File: config.mk
export PLATFORM = sky130hd
export DESIGN_NAME = gearbox_fifo
export DESIGN_NICKNAME = d
export VERILOG_FILES = /design/src/rtl/gearbox_fifo_pkg.sv /design/src/rtl/gearbox_fifo_mem.sv /design/src/rtl/gearbox_fifo.sv
export SDC_FILE = /design/constraint.sdc
export NUM_CORES = 1
export LEC_CHECK = 0
export CAP_MARGIN = 10
export CORE_ASPECT_RATIO = 1.2
export CORE_MARGIN = 8
export CORE_UTILIZATION = 40
export DETAILED_ROUTE_END_ITERATION = 6
export HOLD_SLACK_MARGIN = 0.06
export PLACE_DENSITY = 0.66
export SLEW_MARGIN = 25
export SYNTH_ARGS = -nofsm -noshare
export SYNTH_HDL_FRONTEND = slang
export SYNTH_SLANG_ARGS = --single-unit
File: constraint.sdc
create_clock -name clk -period 4 [get_ports clk]
set_clock_uncertainty 0.15 [all_clocks]
set_input_delay 0.8 -clock clk [delete_from_list [all_inputs] [get_ports clk]]
set_output_delay 0.8 -clock clk [all_outputs]
set_load 0.03 [all_outputs]
File: src/rtl/gearbox_fifo_pkg.sv
// Shared width helpers for the gearbox FIFO: clog2 and count/pointer width derivation.
package gearbox_fifo_pkg;

    function automatic int clog2(input int v);
        int r;
        r = 0;
        while ((1 << r) < v) r = r + 1;
        return r;
    endfunction

    // Count must represent 0..NUM_REG inclusive.
    function automatic int cnt_w(input int num_reg);
        return clog2(num_reg + 1);
    endfunction

    function automatic int ptr_w(input int num_reg);
        return (num_reg > 1) ? clog2(num_reg) : 1;
    endfunction

endpackage

File: src/rtl/gearbox_fifo_mem.sv
// Word-addressed storage: PAR_WRITE-word write and PAR_READ-word read at a base slot,
// with slot indices wrapping modulo NUM_REG.
module fifo_mem #(
    parameter int NUM_BIT   = 4,
    parameter int NUM_REG   = 4,
    parameter int PAR_WRITE = 2,
    parameter int PAR_READ  = 1,
    parameter int PTR_W     = 2
) (
    input  logic                               clk,
    input  logic                               we,
    input  logic [PTR_W-1:0]                   wptr,
    input  logic [PAR_WRITE-1:0][NUM_BIT-1:0]  wdata,
    input  logic [PTR_W-1:0]                   rptr,
    output logic [PAR_READ-1:0][NUM_BIT-1:0]   rdata
);

    logic [NUM_REG-1:0][NUM_BIT-1:0] mem;

    function automatic logic [PTR_W-1:0] slot(input logic [PTR_W-1:0] base, input int off);
        return PTR_W'((int'(base) + off) % NUM_REG);
    endfunction

    // No reset on storage: stale words are unreachable once the pointers clear.
    always_ff @(posedge clk) begin
        if (we) begin
            for (int i = 0; i < PAR_WRITE; i++) mem[slot(wptr, i)] <= wdata[i];
        end
    end

    for (genvar g = 0; g < PAR_READ; g++) begin : g_rd
        assign rdata[g] = mem[slot(rptr, g)];
    end

endmodule

File: src/rtl/gearbox_fifo.sv
// Width-converting FIFO: PAR_WRITE words in, PAR_READ words out, registered read data.
// Optional sticky overflow/underflow outputs under GEARBOX_FIFO_ERR_FLAGS_EN.
module gearbox_fifo
    import gearbox_fifo_pkg::*;
#(
    parameter int NUM_BIT   = 4,
    parameter int NUM_REG   = 4,
    parameter int PAR_WRITE = 2,
    parameter int PAR_READ  = 1,
    parameter int AF_TH     = NUM_REG - 1,
    parameter int AE_TH     = 1
) (
    input  logic                          clk,
    input  logic                          rst,
    input  logic                          write_en,
    input  logic                          read_en,
    input  logic [PAR_WRITE*NUM_BIT-1:0]  din,
    output logic [PAR_READ*NUM_BIT-1:0]   dout,
    output logic                          valid,
    output logic                          ready,
    output logic                          full,
    output logic                          empty,
    output logic                          almost_full,
    output logic                          almost_empty,
    output logic [cnt_w(NUM_REG)-1:0]     count
`ifdef GEARBOX_FIFO_ERR_FLAGS_EN
    ,
    output logic                          overflow,
    output logic                          underflow
`endif
);

    localparam int CNT_W = cnt_w(NUM_REG);
    localparam int PTR_W = ptr_w(NUM_REG);

    localparam logic [CNT_W-1:0] C_MAX = CNT_W'(NUM_REG);
    localparam logic [CNT_W-1:0] C_WTH = CNT_W'(NUM_REG - PAR_WRITE);
    localparam logic [CNT_W-1:0] C_PW  = CNT_W'(PAR_WRITE);
    localparam logic [CNT_W-1:0] C_PR  = CNT_W'(PAR_READ);
    localparam logic [CNT_W-1:0] C_AF  = CNT_W'(AF_TH);
    localparam logic [CNT_W-1:0] C_AE  = CNT_W'(AE_TH);
    localparam logic [PTR_W-1:0] WSTEP = PTR_W'(PAR_WRITE % NUM_REG);
    localparam logic [PTR_W-1:0] RSTEP = PTR_W'(PAR_READ % NUM_REG);

    logic [PTR_W-1:0]              wptr, rptr;
    logic [PAR_READ*NUM_BIT-1:0]   rd_words;
    logic                          wacc, racc;

    // Status comes only from the registered count, never from the request inputs.
    assign ready        = (count <= C_WTH);
    assign full         = (count == C_MAX);
    assign empty        = (count == '0);
    assign almost_full  = (count >= C_AF);
    assign almost_empty = (count <= C_AE);

    assign wacc = write_en & ready;
    assign racc = read_en & (count >= C_PR);

    fifo_mem #(
        .NUM_BIT  (NUM_BIT),
        .NUM_REG  (NUM_REG),
        .PAR_WRITE(PAR_WRITE),
        .PAR_READ (PAR_READ),
        .PTR_W    (PTR_W)
    ) u_mem (
        .clk  (clk),
        .we   (wacc),
        .wptr (wptr),
        .wdata(din),
        .rptr (rptr),
        .rdata(rd_words)
    );

    always_ff @(posedge clk or posedge rst) begin
        if (rst) begin
            wptr  <= '0;
            rptr  <= '0;
            count <= '0;
            dout  <= '0;
            valid <= 1'b0;
        end else begin
            valid <= racc;
            if (wacc) wptr <= wptr + WSTEP;
            if (racc) begin
                rptr <= rptr + RSTEP;
                dout <= rd_words;
            end
            count <= count + (wacc ? C_PW : '0) - (racc ? C_PR : '0);
        end
    end

`ifdef GEARBOX_FIFO_ERR_FLAGS_EN
    always_ff @(posedge clk or posedge rst) begin
        if (rst) begin
            overflow  <= 1'b0;
            underflow <= 1'b0;
        end else begin
            overflow  <= overflow  | (write_en & ~wacc);
            underflow <= underflow | (read_en & ~racc);
        end
    end
`endif

endmodule

==> flow_summary.ini, run 1 <==
[run_status]
status = finished, final reports clean

[critical_path]
arrival_ns = 1.82
cp_max_fo = 7
end_kind = output pin
required_ns = 3.05
start_kind = register
timing.reg2reg.worst_path_depth = 3
critical_path_class = reg2out

[sta]
grt_setup_unrepaired = no
relSlewSlack_pct = 51.76
setup_viol = 0
min_period_over_period_pct = 69.15
setup-tns-final_ns = 0
fmax_mhz = 361.5
maxSlewViolCount = 0
min_period_ns = 2.766
hold_viol = 0
worst_pin_slew_ns = 0.7210

[synth]
synth-compound-area-share_pct = 2.323
ys_types = 18
yosys.area.top_type_share_pct = 42.48
syn_inst = 78
synth_top_family_by_area = simple AND/OR/NAND/NOR gates
syn_nets = 93
synth-seq-cells = 27
yosys.area.top_type = edfxtp_1
yosysSeqAreaShare_pct = 66.81
synth_area_leaders = edfxtp_1 42%, dfrtp_1 24%, mux4_2 8.0%
yosys.area_share.simple_pct = 11.50
synthXorXnorAreaFrac_pct = 3.872
synth_area_per_cell_um2 = 14.50
synth_fa_ha_area_share_pct = 3.319
yosys_warnings = 0
syn_area_mm2 = 0.001131
synth.area.mux_share_pct = 7.965

[finish]
stdcell_count = 138
drive_gt1_share_pct = 9.615
syn_to_final_growth_pct = 26.00
antennaDiodeCount = 0
layout_common_cells = 24 x clkdlybuf4s50_1, 16 x edfxtp_1, 13 x nand2_1
layout.nets = 120
final_common_cell = clkdlybuf4s50_1

[clocking]
post_cts_hold_buffer_count = 0
cts.sinks = 27
clk_pin_slew_ns = 0.14
cts_setup_buffers = 0
ctsResizeCount = 0
clk_latency_ns = 0.31
cts_tree = built
ctsRootBufferMaster = clkbuf_4
clockBufferDepth = 2
htree_levels = 1
cts_buffers = 3

[routing]
drc = 0
viasPerCell = 4.739
ant_nets = 0
drt_iter0_drc = 17
routed.top_layer = met4
dr.pass1.iters = 2
vias = 654
route.met2.wl_um = 1027
met3_length_um = 117
drt-total-wl_um = 1916
routedWlPerCell_um = 13.88
wl_met1_um = 758

[power_and_ir_drop]
p_comb_share_pct = 45.8
internal_power_uw = 675.0
p_sw_share_pct = 39.22
seq_power_share_pct = 43.9
power.leakage_nw = 0.5622
switching_power_uw = 435.6
clockPowerShare_pct = 10.3
powerDensity_mw_per_mm2 = 779.3
ir_drop_mv = 0.4157

[floorplan]
die_x_um = 64.55
die_y_um = 74.25
num_rows = 21
core_area_mm2 = 0.002733
io_pins = 25
fp.dieArea_mm2 = 0.004792
initial_core_util_pct = 41.39

[placed_design]
port_buffers = 24
gp_congestion = 0.7551
dp_cells = 134
hpwl_um = 1513

[min_path]
hp-class = reg2reg
holdPathStages = 2

[grt]
grt_antenna_before_repair = 0
grt_pass1_vias = 706
grt_use_total_pct = 9.028
grt_pass1_wl_um = 3312
grt_max_degree = 15
grt.overflow.total = 0

[flow_run]
cap_violations = 0
==> synth_stat cells (all sizes together) <==
master	n
ha	3
nand2	14
o31ai	1
nor3	1
clkbuf	1
and3	2
inv	8
edfxtp	16
nor2	2
mux4	4
and2	4
xnor2	5
nor2b	4
dfrtp	11
buf	1
a21oi	1
==> sequential cells by signal, indices dropped and copies added, names as in the netlist <==
signal / count
count: 3
dout: 4
rptr: 2
u_mem.mem: 16
valid: 1
wptr: 1
==> through the flow <==
step	power (mW)	hold WS [ns]	instance area (um^2)	worst slack [ns]	utilization (%)
2_1_floorplan	0.8289	0.3759	1131	1.527	-
3_3_place_gp	1.007	0.3139	1399	1.557	51.19
3_5_place_dp	1.018	0.3255	1399	1.508	51.19
4_1_cts	1.129	0.3575	1425	1.199	52.15
5_1_grt	1.187	0.3809	1425	1.081	52.15
6_report	1.111	0.3513	1425	1.234	52.15
==> power groups by stage <==
stage	combinational, mW	sequential [mW]	clock [mW]
after CTS	0.520	0.492	0.118
after detailed placement	0.519	0.499	0
after global routing	0.551	0.507	0.130
after global placement	0.513	0.494	0
after floorplan	0.299	0.530	0
final	0.509	0.488	0.114
==> worst max-delay path, cell delays in order (launching register included) <==
cell and delay, ns:
dfrtp_1 0.50, a21oi_1 0.27, clkdlybuf4s50_1 0.73
==> area by class of cell <==
cell class | instances | area, um^2
multi-input combinational | 41 | 327.8
timing repair buffer | 24 | 240.2
tap | 34 | 42.54
inverter | 8 | 32.53
sequential | 27 | 755.7
clock buffer | 4 | 26.28
fill | 262 | 1308
==> cells by family after synthesis <==
logic type	Yosys count
mux	4
xor+xnor	5
buf+inv	10
compound gates	2
simple gates	27
flops	27
fa+ha+maj	3
==> path summary, 6_finish.rpt <==
check	to	start	slack, ns
worst min-delay path	dout[2]$_DFFE_PP0P_	dout[2]$_DFFE_PP0P_	0.35
worst max-delay path	ready	count[2]$_DFF_PP0_	1.23
min in group asynchronous	dout[0]$_DFFE_PP0P_	rst	0.61
worst min register to register	dout[2]$_DFFE_PP0P_	dout[2]$_DFFE_PP0P_	0.35
max in group asynchronous	dout[1]$_DFFE_PP0P_	rst	2.81
worst max register to register	u_mem.mem[1]$_DFFE_PP_	count[2]$_DFF_PP0_	2.00
==> metal layers <==
layer | track usage [%] | vias up
met4 | 3.641 | 0
met2 | 15.27 | 14
met5 | 0 | -
li1 | - | 315
met3 | 3.464 | 2
met1 | 10.02 | 323
No activity file was read; power rests on OpenSTA's default activity.
==> run 2: changes to the inputs <==
PLACE_DENSITY = 0.68   (was 0.66)
clock period = 2.32 ns   (was 4 ns; I/O delays follow)
==> flow_summary.ini, run 2 (synthesis gave the netlist of run 1 again) <==
[routing]
dr.pass1.iters = 2
routedWlPerCell_um = 13.65
drt_iter0_drc = 11
drt-total-wl_um = 1898
drc = 0
vias = 656
viasPerCell = 4.719
ant_nets = 0

[critical_path]
start_kind = register
reg2reg_to = count[2]$_DFF_PP0_
end_kind = output pin
cp_slowest_cell = clkdlybuf4s50_1
cp_max_fo = 6
path_delay_family = buffers and inverters
regToRegSetupSlack_ns = 0.39
arrival_ns = 1.60
required_ns = 1.71
cp_slowest_stage_delay_ns = 0.68
critical_path_class = reg2out
timing.reg2reg.worst_path_depth = 7
r2r_start = count[1]$_DFF_PP0_
worstPathCellList = nor2_1 -> clkdlybuf4s50_1
path_buf_inv = 1

[placed_design]
placed_cell_area_mm2 = 0.001410
hpwl_um = 1494
port_buffers = 24
gp_congestion = 0.7123

[clocking]
cts_tree = built
htree_levels = 1
cts.sinks = 27
clockBufferDepth = 2
cts_setup_buffers = 0
clk_latency_ns = 0.31
cts_buffers = 3
ctsResizeCount = 4
post_cts_hold_buffer_count = 0
ctsRootBufferMaster = clkbuf_4
clk_pin_slew_ns = 0.13

[power_and_ir_drop]
p_comb_share_pct = 45.9
clockPowerShare_pct = 10.0
internal_power_mw = 1.158
power.leakage_nw = 0.5837
p_sw_share_pct = 39.54
switching_power_uw = 757.0
powerDensity_mw_per_mm2 = 1333
seq_power_share_pct = 44.1
ir_drop_mv = 0.6405

[floorplan]
die_y_um = 74.25
die_x_um = 64.55
fp.dieArea_mm2 = 0.004792
initial_core_util_pct = 41.39
io_pins = 25
core_area_mm2 = 0.002733
num_rows = 21

[finish]
post-route-util_pct = 52.56
largest_reg_flops = 16
top_register = u_mem.mem
layout_common_cells = 20 x clkdlybuf4s50_1, 16 x edfxtp_1, 13 x nand2_1
layout.nets = 121
fill_cells = 260
regArea_um2 = 757.0
drive_gt1_share_pct = 12.38
final_common_cell = clkdlybuf4s50_1
syn_to_final_growth_pct = 26.99
top_regs = u_mem.mem: 16 flops, dout: 4 flops, count: 3 flops
antennaDiodeCount = 0
fin_area_mm2 = 0.001436
multi_input_area_um2 = 331.6

[grt]
grt_use_total_pct = 8.976
grt_pass1_wl_um = 3353
grt_max_degree = 15
grt.overflow.total = 0
grt_antenna_before_repair = 0
grt_pass1_vias = 743

[sta]
maxSlewViolCount = 0
hold_viol = 0
worst_pin_slew_ns = 0.4030
setup_viol = 0
fmax_mhz = 452.5
relSlewSlack_pct = 73.10
grt_setup_unrepaired = no
min_period_ns = 2.210
min_period_over_period_pct = 95.26
setup-tns-final_ns = 0

[flow_run]
cap_violations = 0

[min_path]
hp-class = in2async

[run_status]
status = finished, final reports clean
run 2: cell count changes in the layout (fill, tap and decap cells not counted):
cell | previous run | this run
a21oi_1 | 1 | 0
a21oi_2 | 0 | 1
buf_4 | 0 | 1
clkdlybuf4s50_1 | 24 | 20
dfrtp_1 | 11 | 10
dfrtp_2 | 0 | 1
dlygate4sd2_1 | 0 | 3
dlymetal6s2s_1 | 0 | 1
run 2: how the worst max path moves through the flow:
stage | from | end | slack [ns] | depth (start not counted)
final | count[1]$_DFF_PP0_ | almost_empty | 0.11 | 2
after global routing | count[1]$_DFF_PP0_ | almost_empty | 0.003 | 2
after CTS | count[0]$_DFF_PP0_ | almost_full | 0.02 | 3
after detailed placement | read_en | count[2]$_DFF_PP0_ | 0.18 | 8
after global placement | read_en | count[2]$_DFF_PP0_ | 0.21 | 8
after floorplan | count[1]$_DFF_PP0_ | count[2]$_DFF_PP0_ | 0.11 | 7
run 2: layer usage:
layer / part of all wire (%) / global-route usage (%)
met1: 41 / 9.502
met2: 55 / 16.15
met3: 4.0 / 2.410
met4: 0.74 / 4.369
met5: 0 / 0
run 2: cell type report:
cell class              count  share of cell area (%)
clock buffers               4                   1.829
inverters                   8                   2.265
multi-input cells          41                   23.08
flip-flops and latches     27                   52.70
well taps                  34                   2.962
repair buffers             25                   17.16
run 2: power groups by stage:
stage | combinational (mW) | clock (mW) | sequential, mW
floorplan | 0.518 | 0 | 0.919
global placement | 0.895 | 0 | 0.854
detailed placement | 0.913 | 0 | 0.861
CTS | 0.899 | 0.202 | 0.851
global route | 0.949 | 0.218 | 0.874
finish | 0.880 | 0.191 | 0.844
run 2: per-stage QoR:
stage               std cells  total power [mW]  setup WS (ns)  hold WS (ns)
floorplan                  78             1.437         0.1064        0.1664
global placement          135             1.749         0.2148        0.3109
detailed placement        135             1.774         0.1839        0.3117
CTS                       139             1.952        0.01635        0.2748
global route              139             2.042       0.003280        0.3112
finish                    139             1.915         0.1101        0.2661
